### src/rtl/uart_report_pkg.sv
// Shared state encoding, ASCII constants and a decimal-limit helper for the UART report formatter.
// Pure declarations: no clocked logic and no flow control.
package uart_report_pkg;

  typedef enum logic [2:0] {
    ST_IDLE,
    ST_CONV,
    ST_EMIT,
    ST_SEP,
    ST_CR,
    ST_LF
  } state_e;

  localparam logic [7:0] ASCII_C    = 8'h43;
  localparam logic [7:0] ASCII_EQ   = 8'h3D;
  localparam logic [7:0] ASCII_DASH = 8'h2D;
  localparam logic [7:0] ASCII_0    = 8'h30;
  localparam logic [7:0] ASCII_1    = 8'h31;
  localparam logic [7:0] ASCII_9    = 8'h39;
  localparam logic [7:0] ASCII_CR   = 8'h0D;
  localparam logic [7:0] ASCII_LF   = 8'h0A;
  localparam logic [7:0] CMD_ALL    = 8'h41;
  localparam logic [7:0] CMD_PER    = 8'h50;

  function automatic logic [63:0] pow10(input int n);
    logic [63:0] r;
    r = 64'd1;
    for (int i = 0; i < n; i++) r = r * 64'd10;
    return r;
  endfunction

endpackage

### src/rtl/bin2bcd_seq.sv
// Sequential double-dabble converter: the first bit is absorbed on start, done rises after DATA_W cycles.
// No backpressure; the result holds stable until the next start.
module bin2bcd_seq #(
  parameter int DATA_W = 16,
  parameter int DIGITS = 5
) (
  input  logic                  clk,
  input  logic                  rst,
  input  logic                  start,
  input  logic [DATA_W-1:0]     bin,
  output logic                  done,
  output logic [DIGITS*4-1:0]   bcd
);
  localparam int BCD_W = DIGITS * 4;
  localparam int CNT_W = $clog2(DATA_W + 1);

  logic [DATA_W-1:0] sh_q;
  logic [BCD_W-1:0]  bcd_q;
  logic [BCD_W-1:0]  adj;
  logic [CNT_W-1:0]  cnt_q;
  logic              active_q;

  always_comb begin
    adj = bcd_q;
    for (int d = 0; d < DIGITS; d++) begin
      if (bcd_q[d*4 +: 4] >= 4'd5) adj[d*4 +: 4] = bcd_q[d*4 +: 4] + 4'd3;
    end
  end

  // The first shift never needs add-3 (BCD is zero), so it is folded into the load.
  always_ff @(posedge clk or posedge rst) begin
    if (rst) begin
      sh_q     <= '0;
      bcd_q    <= '0;
      cnt_q    <= '0;
      active_q <= 1'b0;
    end else if (start) begin
      bcd_q    <= BCD_W'(bin[DATA_W-1]);
      sh_q     <= bin << 1;
      cnt_q    <= CNT_W'(DATA_W - 1);
      active_q <= 1'b1;
    end else if (active_q && cnt_q != '0) begin
      bcd_q <= {adj[BCD_W-2:0], sh_q[DATA_W-1]};
      sh_q  <= sh_q << 1;
      cnt_q <= cnt_q - CNT_W'(1);
    end
  end

  assign done = active_q && (cnt_q == '0);
  assign bcd  = bcd_q;

endmodule

### src/rtl/uart_report_formatter.sv
// Command-driven ASCII report generator feeding the UART TX FIFO; first byte DATA_W+1 cycles after the command.
// Bytes are pushed only while tx_full is low and the byte index advances only on a push.
module uart_report_formatter
  import uart_report_pkg::*;
#(
  parameter int         N_CH       = 4,
  parameter int         DATA_W     = 16,
  parameter int         DIGITS     = 5,
  parameter int         LEAD_BLANK = 0,
  parameter logic [7:0] SEP        = 8'h2C
) (
  input  logic                     clk,
  input  logic                     rst,
  input  logic                     cmd_valid,
  input  logic [7:0]               cmd_data,
  input  logic                     report_tick,
  input  logic [N_CH*DATA_W-1:0]   field_data,
  input  logic [N_CH-1:0]          field_valid,
  input  logic                     tx_full,
  output logic                     tx_push,
  output logic [7:0]               tx_push_data,
  output logic                     busy,
  output logic                     periodic_en,
  output logic                     cmd_err,
  output logic                     cmd_drop
);
  localparam int          BCD_W    = DIGITS * 4;
  localparam logic [3:0]  LAST_IDX = 4'(DIGITS + 2);
  localparam logic [3:0]  LAST_FLD = 4'(N_CH - 1);
  localparam logic [63:0] SAT_LIM  = pow10(DIGITS);

  state_e                  state_q;
  logic [3:0]              fld_q, idx_q;
  logic                    all_q, periodic_q, busy_q, cmd_err_q, cmd_drop_q;
  logic [N_CH*DATA_W-1:0]  snap_dat_q;
  logic [N_CH-1:0]         snap_vld_q;

  logic                    is_digit, go_single, go_all, conv_start, conv_done;
  logic                    sat, cur_vld, found;
  logic [3:0]              first_fld, conv_fld, skip, dig;
  logic [DATA_W-1:0]       conv_bin, cur_val;
  logic [BCD_W-1:0]        bcd;
  logic [7:0]              emit_byte;

  assign tx_push = !tx_full && (state_q == ST_EMIT || state_q == ST_SEP ||
                                state_q == ST_CR   || state_q == ST_LF);

  always_comb begin
    is_digit   = (cmd_data >= ASCII_1) && (cmd_data <= ASCII_0 + 8'(N_CH));
    go_single  = (state_q == ST_IDLE) && cmd_valid && is_digit;
    // A command in the same cycle always beats the periodic tick.
    go_all     = (state_q == ST_IDLE) &&
                 ((cmd_valid && cmd_data == CMD_ALL) || (!cmd_valid && report_tick && periodic_q));
    first_fld  = go_single ? (cmd_data[3:0] - 4'd1) : 4'd0;
    conv_fld   = (state_q == ST_IDLE) ? first_fld : fld_q + 4'd1;
    conv_start = go_single || go_all || (state_q == ST_SEP && tx_push);

    conv_bin = '0;
    cur_val  = '0;
    cur_vld  = 1'b0;
    for (int k = 0; k < N_CH; k++) begin
      if (conv_fld == 4'(k))
        conv_bin = (state_q == ST_IDLE) ? field_data[k*DATA_W +: DATA_W]
                                        : snap_dat_q[k*DATA_W +: DATA_W];
      if (fld_q == 4'(k)) begin
        cur_val = snap_dat_q[k*DATA_W +: DATA_W];
        cur_vld = snap_vld_q[k];
      end
    end
    sat = 64'(cur_val) >= SAT_LIM;

    skip  = 4'd0;
    found = 1'b0;
    if (LEAD_BLANK != 0 && cur_vld && !sat) begin
      for (int d = 0; d < DIGITS - 1; d++) begin
        if (!found) begin
          if (bcd[(DIGITS-1-d)*4 +: 4] == 4'd0) skip = skip + 4'd1;
          else found = 1'b1;
        end
      end
    end

    dig = 4'd0;
    for (int d = 0; d < DIGITS; d++) begin
      if (idx_q == 4'(d + 3)) dig = bcd[(DIGITS-1-d)*4 +: 4];
    end

    case (idx_q)
      4'd0:    emit_byte = ASCII_C;
      4'd1:    emit_byte = ASCII_1 + {4'd0, fld_q};
      4'd2:    emit_byte = ASCII_EQ;
      default: emit_byte = !cur_vld ? ASCII_DASH : (sat ? ASCII_9 : ASCII_0 + {4'd0, dig});
    endcase

    case (state_q)
      ST_EMIT: tx_push_data = emit_byte;
      ST_SEP:  tx_push_data = SEP;
      ST_CR:   tx_push_data = ASCII_CR;
      ST_LF:   tx_push_data = ASCII_LF;
      default: tx_push_data = 8'h00;
    endcase
  end

  bin2bcd_seq #(.DATA_W(DATA_W), .DIGITS(DIGITS)) u_bin2bcd (
    .clk   (clk),
    .rst   (rst),
    .start (conv_start),
    .bin   (conv_bin),
    .done  (conv_done),
    .bcd   (bcd)
  );

  always_ff @(posedge clk or posedge rst) begin
    if (rst) begin
      state_q    <= ST_IDLE;
      fld_q      <= '0;
      idx_q      <= '0;
      all_q      <= 1'b0;
      periodic_q <= 1'b0;
      busy_q     <= 1'b0;
      cmd_err_q  <= 1'b0;
      cmd_drop_q <= 1'b0;
      snap_dat_q <= '0;
      snap_vld_q <= '0;
    end else begin
      cmd_err_q  <= 1'b0;
      cmd_drop_q <= cmd_valid && (state_q != ST_IDLE);
      case (state_q)
        ST_IDLE: begin
          if (go_single || go_all) begin
            state_q    <= ST_CONV;
            busy_q     <= 1'b1;
            fld_q      <= first_fld;
            all_q      <= go_all;
            snap_dat_q <= field_data;
            snap_vld_q <= field_valid;
          end else if (cmd_valid && cmd_data == CMD_PER) begin
            periodic_q <= !periodic_q;
          end else if (cmd_valid) begin
            cmd_err_q <= 1'b1;
          end
        end
        ST_CONV: begin
          if (conv_done) begin
            state_q <= ST_EMIT;
            idx_q   <= 4'd0;
          end
        end
        ST_EMIT: begin
          if (tx_push) begin
            if (idx_q == 4'd2) idx_q <= 4'd3 + skip;
            else if (idx_q == LAST_IDX)
              state_q <= (all_q && fld_q != LAST_FLD) ? ST_SEP : ST_CR;
            else idx_q <= idx_q + 4'd1;
          end
        end
        ST_SEP: begin
          if (tx_push) begin
            state_q <= ST_CONV;
            fld_q   <= fld_q + 4'd1;
          end
        end
        ST_CR: if (tx_push) state_q <= ST_LF;
        ST_LF: begin
          if (tx_push) begin
            state_q <= ST_IDLE;
            busy_q  <= 1'b0;
          end
        end
        default: state_q <= ST_IDLE;
      endcase
    end
  end

  assign busy        = busy_q;
  assign periodic_en = periodic_q;
  assign cmd_err     = cmd_err_q;
  assign cmd_drop    = cmd_drop_q;

endmodule

### config.mk
export PLATFORM = sky130hd
export DESIGN_NAME = uart_report_formatter
export DESIGN_NICKNAME = d
export VERILOG_FILES = /design/src/rtl/uart_report_pkg.sv /design/src/rtl/bin2bcd_seq.sv /design/src/rtl/uart_report_formatter.sv
export SDC_FILE = /design/constraint.sdc
export NUM_CORES = 1
export LEC_CHECK = 0
export ABC_AREA = 1
export CAP_MARGIN = 20
export CORE_MARGIN = 2
export CORE_UTILIZATION = 51
export CTS_CLUSTER_SIZE = 14
export DETAILED_ROUTE_END_ITERATION = 8
export PLACE_DENSITY_LB_ADDON = 0.1
export SLEW_MARGIN = 10
export SYNTH_ARGS = -nofsm -noshare
export SYNTH_HDL_FRONTEND = slang
export SYNTH_SLANG_ARGS = --single-unit
### constraint.sdc
create_clock -name clk -period 4.45 [get_ports clk]
set_clock_uncertainty 0.15 [all_clocks]
set_input_delay 0.89 -clock clk [delete_from_list [all_inputs] [get_ports clk]]
set_output_delay 0.89 -clock clk [all_outputs]
set_load 0.02 [all_outputs]
# Word level (Yosys, flattened, before mapping)
# Index checks and enable logic that the tools add are counted.
# W data, S select, Z words.
# op_classes
reduce_logical	40
order_cmp	7
n_bitwise	1
n_mux	58
eq_ne	30
n_addsub	11
# op_table
operator	count
$mux W16	10
$mux W4	17
$mux W20	2
$pmux W8 S4	1
$mux W3	10
$eq A4 B2 Y1 const B	6
$pmux W7 S3	1
$ge A4 B3 Y1 const B	5
$pmux W3 S6	1
$add A4 B2 Y4 const B	4
$eq A4 B3 Y1 const B	4
$eq A8 B7 Y1 const B	2
$pmux W4 S2	2
$add A6 B4 Y7 const A	2
$logic_and A1 B1 Y1	14
$eq A4 B1 Y1 const B	3
$logic_not A4 Y1	3
$ne A2 B2 Y1 const B	6
$mux W1	10
$mux W5	2
$reduce_and A3 Y1	3
$add A4 B1 Y4 const B	2
$ge A8 B6 Y1 const B	1
$le A8 B6 Y1 const B	1
other kinds (22)	35
# word_totals
output_inout_bits	13
elab_cells	161
reg_bits	126
in_bits	81

# Logic depth before layout (Yosys ltp)
# Gate-level depths: netlist of run 1.
# logic_depth
word_depth	11
ltp_mapped	18
ltp_nobuf	18

# Modules after synthesis
# A second synthesis of run 1 with hierarchy kept.
# unflattened
cells_unflattened	1152
hier_area_um2	8061.5
# by_module_without_submodules
mod	area_each_um2	n_inst	cells_per_inst
uart_report_formatter	5572.8	1	817
bin2bcd_seq	2488.6	1	335

# Worst setup path after synthesis of run 1
# OpenSTA, ideal clock, no wires.
# synth_path
kind	register to output
startpoint	reg fld_q[0]
endpoint	out tx_push_data[3]
setup_slack_ns	1.804
required_time_ns	3.410
stages_incl_launch_ff	10
arrival_ns	1.606
path_buffers	0
cell_sequence	dfrtp_1 -> inv_1 -> ha_1 -> nand2_1 -> o21ai_0 -> nand4_1 -> a21oi_1 -> o221ai_1 -> nand2_1 -> nand3_1
# synth_between
elab_chain_len	8
elab_cells_between_ends	12
cone_classes	add/sub (1); eq/ne (3); mux (7); reduce/logical (1)
# synth_rtl
element	line_no	source
start: declaration	uart_report_formatter.sv:33	logic [3:0] fld_q, idx_q;
start signal: assignment	uart_report_formatter.sv:133	fld_q <= first_fld;
start signal: assignment	uart_report_formatter.sv:160	fld_q <= fld_q + 4'd1;
$logic_not A4 Y1	uart_report_formatter.sv:65	if (fld_q == 4'(k)) begin
$mux W1 (4 in a row)	uart_report_formatter.sv:65	
$mux W7	uart_report_formatter.sv:92	default: emit_byte = !cur_vld ? ASCII_DASH : (sat ? ASCII_9 : ASCII_0 + {4'd0, dig});
$pmux W7 S3 (*)	uart_report_formatter.sv:88	case (idx_q)
$pmux W8 S4 (*)	uart_report_formatter.sv:95	case (state_q)
end: declaration	uart_report_formatter.sv:21	output logic [7:0] tx_push_data,
# Mark *: on every way between the ends. The rest lies on a longest branch, timed or not.

# Worst setup path in the final report of run 1
# Ends and elaborated chain as after synthesis.

==> results of run 1 <==
-- layer usage --
| layer | share of wire (%) | vias up |
|---|---|---|
| li1 | - | 3554 |
| met1 | 47 | 3243 |
| met2 | 47 | 182 |
| met3 | 3.9 | 22 |
| met4 | 1.8 | 0 |
| met5 | 0 | - |
-- report_power, final --
group          total, mW  internal [mW]  leakage, nW  switching, mW
Clock               1.30          0.805        0.274          0.494
Sequential          1.94           1.65         1.56          0.287
Combinational       3.01           1.06         2.54           1.95
-- how the worst max path moves through the flow --
stage,start,endpoint,slack [ps]
floorplan,rst,all_q$_DFFE_PP0P_,80
global placement,cmd_data[0],u_bin2bcd.sh_q[11]$_DFFE_PP0P_,890
detailed placement,cmd_data[0],u_bin2bcd.sh_q[10]$_DFFE_PP0P_,790
CTS,fld_q[0]$_DFFE_PP0P_,tx_push_data[3],540
global route,fld_q[0]$_DFFE_PP0P_,tx_push_data[1],340
finish,fld_q[0]$_DFFE_PP0P_,tx_push_data[3],500
-- layout make-up --
cell class              instances  area, um^2  share of cell area [%]
multi-input cells             741        3700                    40.5
flip-flops and latches        125        3130                    34.2
repair buffers                101        1000                    11.0
inverters                     140         529                    5.79
clock buffers                  24         482                    5.27
well taps                     184         230                    2.52
clock inverters                 7        63.8                   0.699
-- worst max-delay path, cell delays in order (launching register included) --
cell and delay, ps:
dfrtp_1 480, inv_1 170, ha_1 160, nand2_1 40
o21ai_0 240, nand4_1 140, a21oi_1 340, o221ai_1 200
nand2_1 110, nand3_1 60, clkdlybuf4s50_1 550
-- metrics by stage --
step           setup slack (ps)  utilization, %
4_1_cts                     540            62.9
6_report                    503            62.9
3_3_place_gp                886            59.1
2_1_floorplan              82.4               -
5_1_grt                     341            62.9
3_5_place_dp                788            59.1
-- cells in the mapped netlist (2+ instances only) --
cell type  instances  area (um^2)
a31oi_1            7         43.8
dfrtp_1          125         3130
clkbuf_1          31          116
o21ai_0          169          846
xnor2_1            2         17.5
o211ai_1          13         97.6
o221ai_1           2         17.5
nand2_1          292         1100
nand2_2            6         37.5
inv_2              8         30.0
a21oi_1           35          175
ha_1              23          288
inv_1            130          488
o31ai_1            3         22.5
a211oi_1           9         67.6
buf_4              3         22.5
nor2_2             7         43.8
nand4_1           16          100
buf_2             11         55.1
a21oi_2            3         26.3
o21ai_1            3         15.0
nor3_1            15         75.1
o22ai_1            3         18.8
nor2_1            53          199
nand3_2            3         30.0
nor2_4             4         45.0
buf_6              2         22.5
xor2_1             6         52.6
nand3_1           55          275
nand3b_1           2         15.0
-- state kept, by name (all words and copies together) (netlist names) --
name,count
snap_vld_q,4
u_bin2bcd.cnt_q,5
u_bin2bcd.sh_q,15
u_bin2bcd.bcd,20
idx_q,4
periodic_en,1
snap_dat_q,64
cmd_drop,1
state_q,3
busy,1
fld_q,4
u_bin2bcd.active_q,1
cmd_err,1
all_q,1
-- kinds of logic after synthesis --
logic type / Yosys count
other: 1
xor gates and xnor gates: 8
AOI/OAI and AO/OA: 249
buffers and inverters: 187
DFF: 125
adders and majority gates: 23
and+or+nand+nor: 460
==> flow_metrics.py, run 1 <==
metrics = {
    "run_status": {
        "status": "complete, no violations",
    },
    "logic_synthesis": {
        "synth_enable_flop_cells": 0,
        "ys_ff_latch": 125,
        "synthAdderAreaFrac_pct": 3.81,
        "synthArstFlopShare_pct": 100,
        "yosys.area_share.simple_pct": 26.2,
        "syn-instance-count": 1053,
        "ys.flop_type": "dfrtp_1",
        "syn_area_per_cell_um2": 7.18,
        "yosys_warnings": 0,
        "syn_nets": 1157,
        "muxShareOfSynthArea_pct": 0,
        "synth-compound-area-share_pct": 17.8,
        "synth_top_family_by_area": "simple AND/OR/NAND/NOR gates",
        "seq_area_frac_synth_pct": 41.4,
        "netlist_area_mm2": 0.00756,
        "synth_xor_area_share_pct": 0.927,
        "netlist-cell-type-count": 42,
    },
    "sta": {
        "fin_crit_ps": 3950,
        "tightestPinTransition_ps": 817,
        "clock.fmax_mhz": 253,
        "hold_viol_final": 0,
        "fin_tns_setup_ps": 0,
        "slew_headroom_pct": 45.5,
        "finalCritPeriodShare_pct": 88.7,
        "finalSetupViolations": 0,
        "fin_hold_ws_ps": 325,
        "rsz0062_at_grt": "no",
        "finalMaxSlewViolations": 0,
    },
    "final_layout": {
        "final_common_cell": "nand2_1",
        "instances_no_fill": 1322,
        "nNetsFinal": 1230,
        "fin_area_mm2": 0.00914,
        "fill_cells": 1348,
        "final_cell_mix": "291 x nand2_1, 169 x o21ai_0, 129 x inv_1, 125 x dfrtp_1, 92 x clkdlybuf4s50_1",
        "area_growth_syn_to_layout_pct": 20.8,
        "drive_gt1_share_pct": 6.50,
        "antenna_cells": 0,
    },
    "drt": {
        "via_per_inst": 5.30,
        "routed_wl_mm": 18.8,
        "num_vias": 7001,
        "drt_iter0_drc": 511,
        "first_pass_iters": 7,
        "drc": 0,
        "drtAntennaViolNets": 0,
        "routedWlPerCell_um": 14.2,
    },
    "cts": {
        "cts.sink_count": 125,
        "numCtsBuffers": 17,
        "cts_tree": "done",
        "cts.clk_slew.worst_paths_ps": 50,
        "cts_resized": 0,
        "ctsRootBufferMaster": "clkbuf_16",
        "htree_levels": 4,
        "clk_latency_ps": 410,
        "holdBufCountCts": 0,
        "cts.path.max_buffers": 2,
        "post_cts_buffers": 0,
    },
    "global_route": {
        "met3_usage_pct": 4.59,
        "grt_use_met1_pct": 33.8,
        "top_usage_layer": "met2",
        "grt_pass1_vias": 6584,
        "grt_pass1_wl_mm": 32.0,
        "grt-ovfl-total": 0,
        "grt_max_degree": 83,
        "globalRouteMet2Util_pct": 40.4,
        "antenna_found_initial": 0,
        "track_usage_pct": 24.7,
    },
    "worst_setup_path": {
        "r2r_start": "state_q[1]$_DFFE_PP0P_",
        "arrival_ps": 2910,
        "crit_type": "register to primary output",
        "endpoint_kind": "primary output",
        "worst-path-max-fanout": 8,
        "r2r_setup_slack_ps": 1630,
        "ff2ff_path_depth": 13,
        "r2r-end": "u_bin2bcd.sh_q[11]$_DFFE_PP0P_",
        "crit_required_ps": 3410,
        "start_kind": "register",
    },
    "floorplan": {
        "dieHeight_um": 126,
        "dieArea_mm2": 0.0158,
        "dieWidth_um": 126,
        "ioPinCount": 94,
        "num_rows": 44,
        "design.core.area_mm2": 0.0145,
        "initial_core_util_pct": 52.0,
    },
    "hold_path": {
        "min_to": "snap_vld_q[0]$_DFFE_PP0P_",
        "min_from": "snap_vld_q[0]$_DFFE_PP0P_",
        "hp-class": "register to register",
        "min_path_cells": 2,
    },
    "flow_run": {
        "cap_violations": 0,
    },
    "power_and_ir_drop": {
        "p_per_area_mw_per_mm2": 683,
        "peakVddDrop_mv": 0.391,
        "power_mw": 6.24,
        "p_leak_nw": 4.37,
    },
    "placement": {
        "place.gp.congestion": 0.870,
        "dp_hpwl_mm": 12.9,
        "place_area_mm2": 0.00859,
        "dp.cells": 1291,
        "port_buffers": 92,
    },
}
Power figures use the tool's default switching activity.
==> inputs of run 2 (changes only) <==
--- a/config.mk
+++ b/config.mk
@@ -9,7 +9,7 @@
 export CAP_MARGIN = 20
 export CORE_MARGIN = 2
 export CORE_UTILIZATION = 51
-export CTS_CLUSTER_SIZE = 14
+export CTS_CLUSTER_SIZE = 40
 export DETAILED_ROUTE_END_ITERATION = 8
 export PLACE_DENSITY_LB_ADDON = 0.1
 export SLEW_MARGIN = 10
==> results of run 2 <==
Final layout, timing and power as in run 1 (identical DEF).
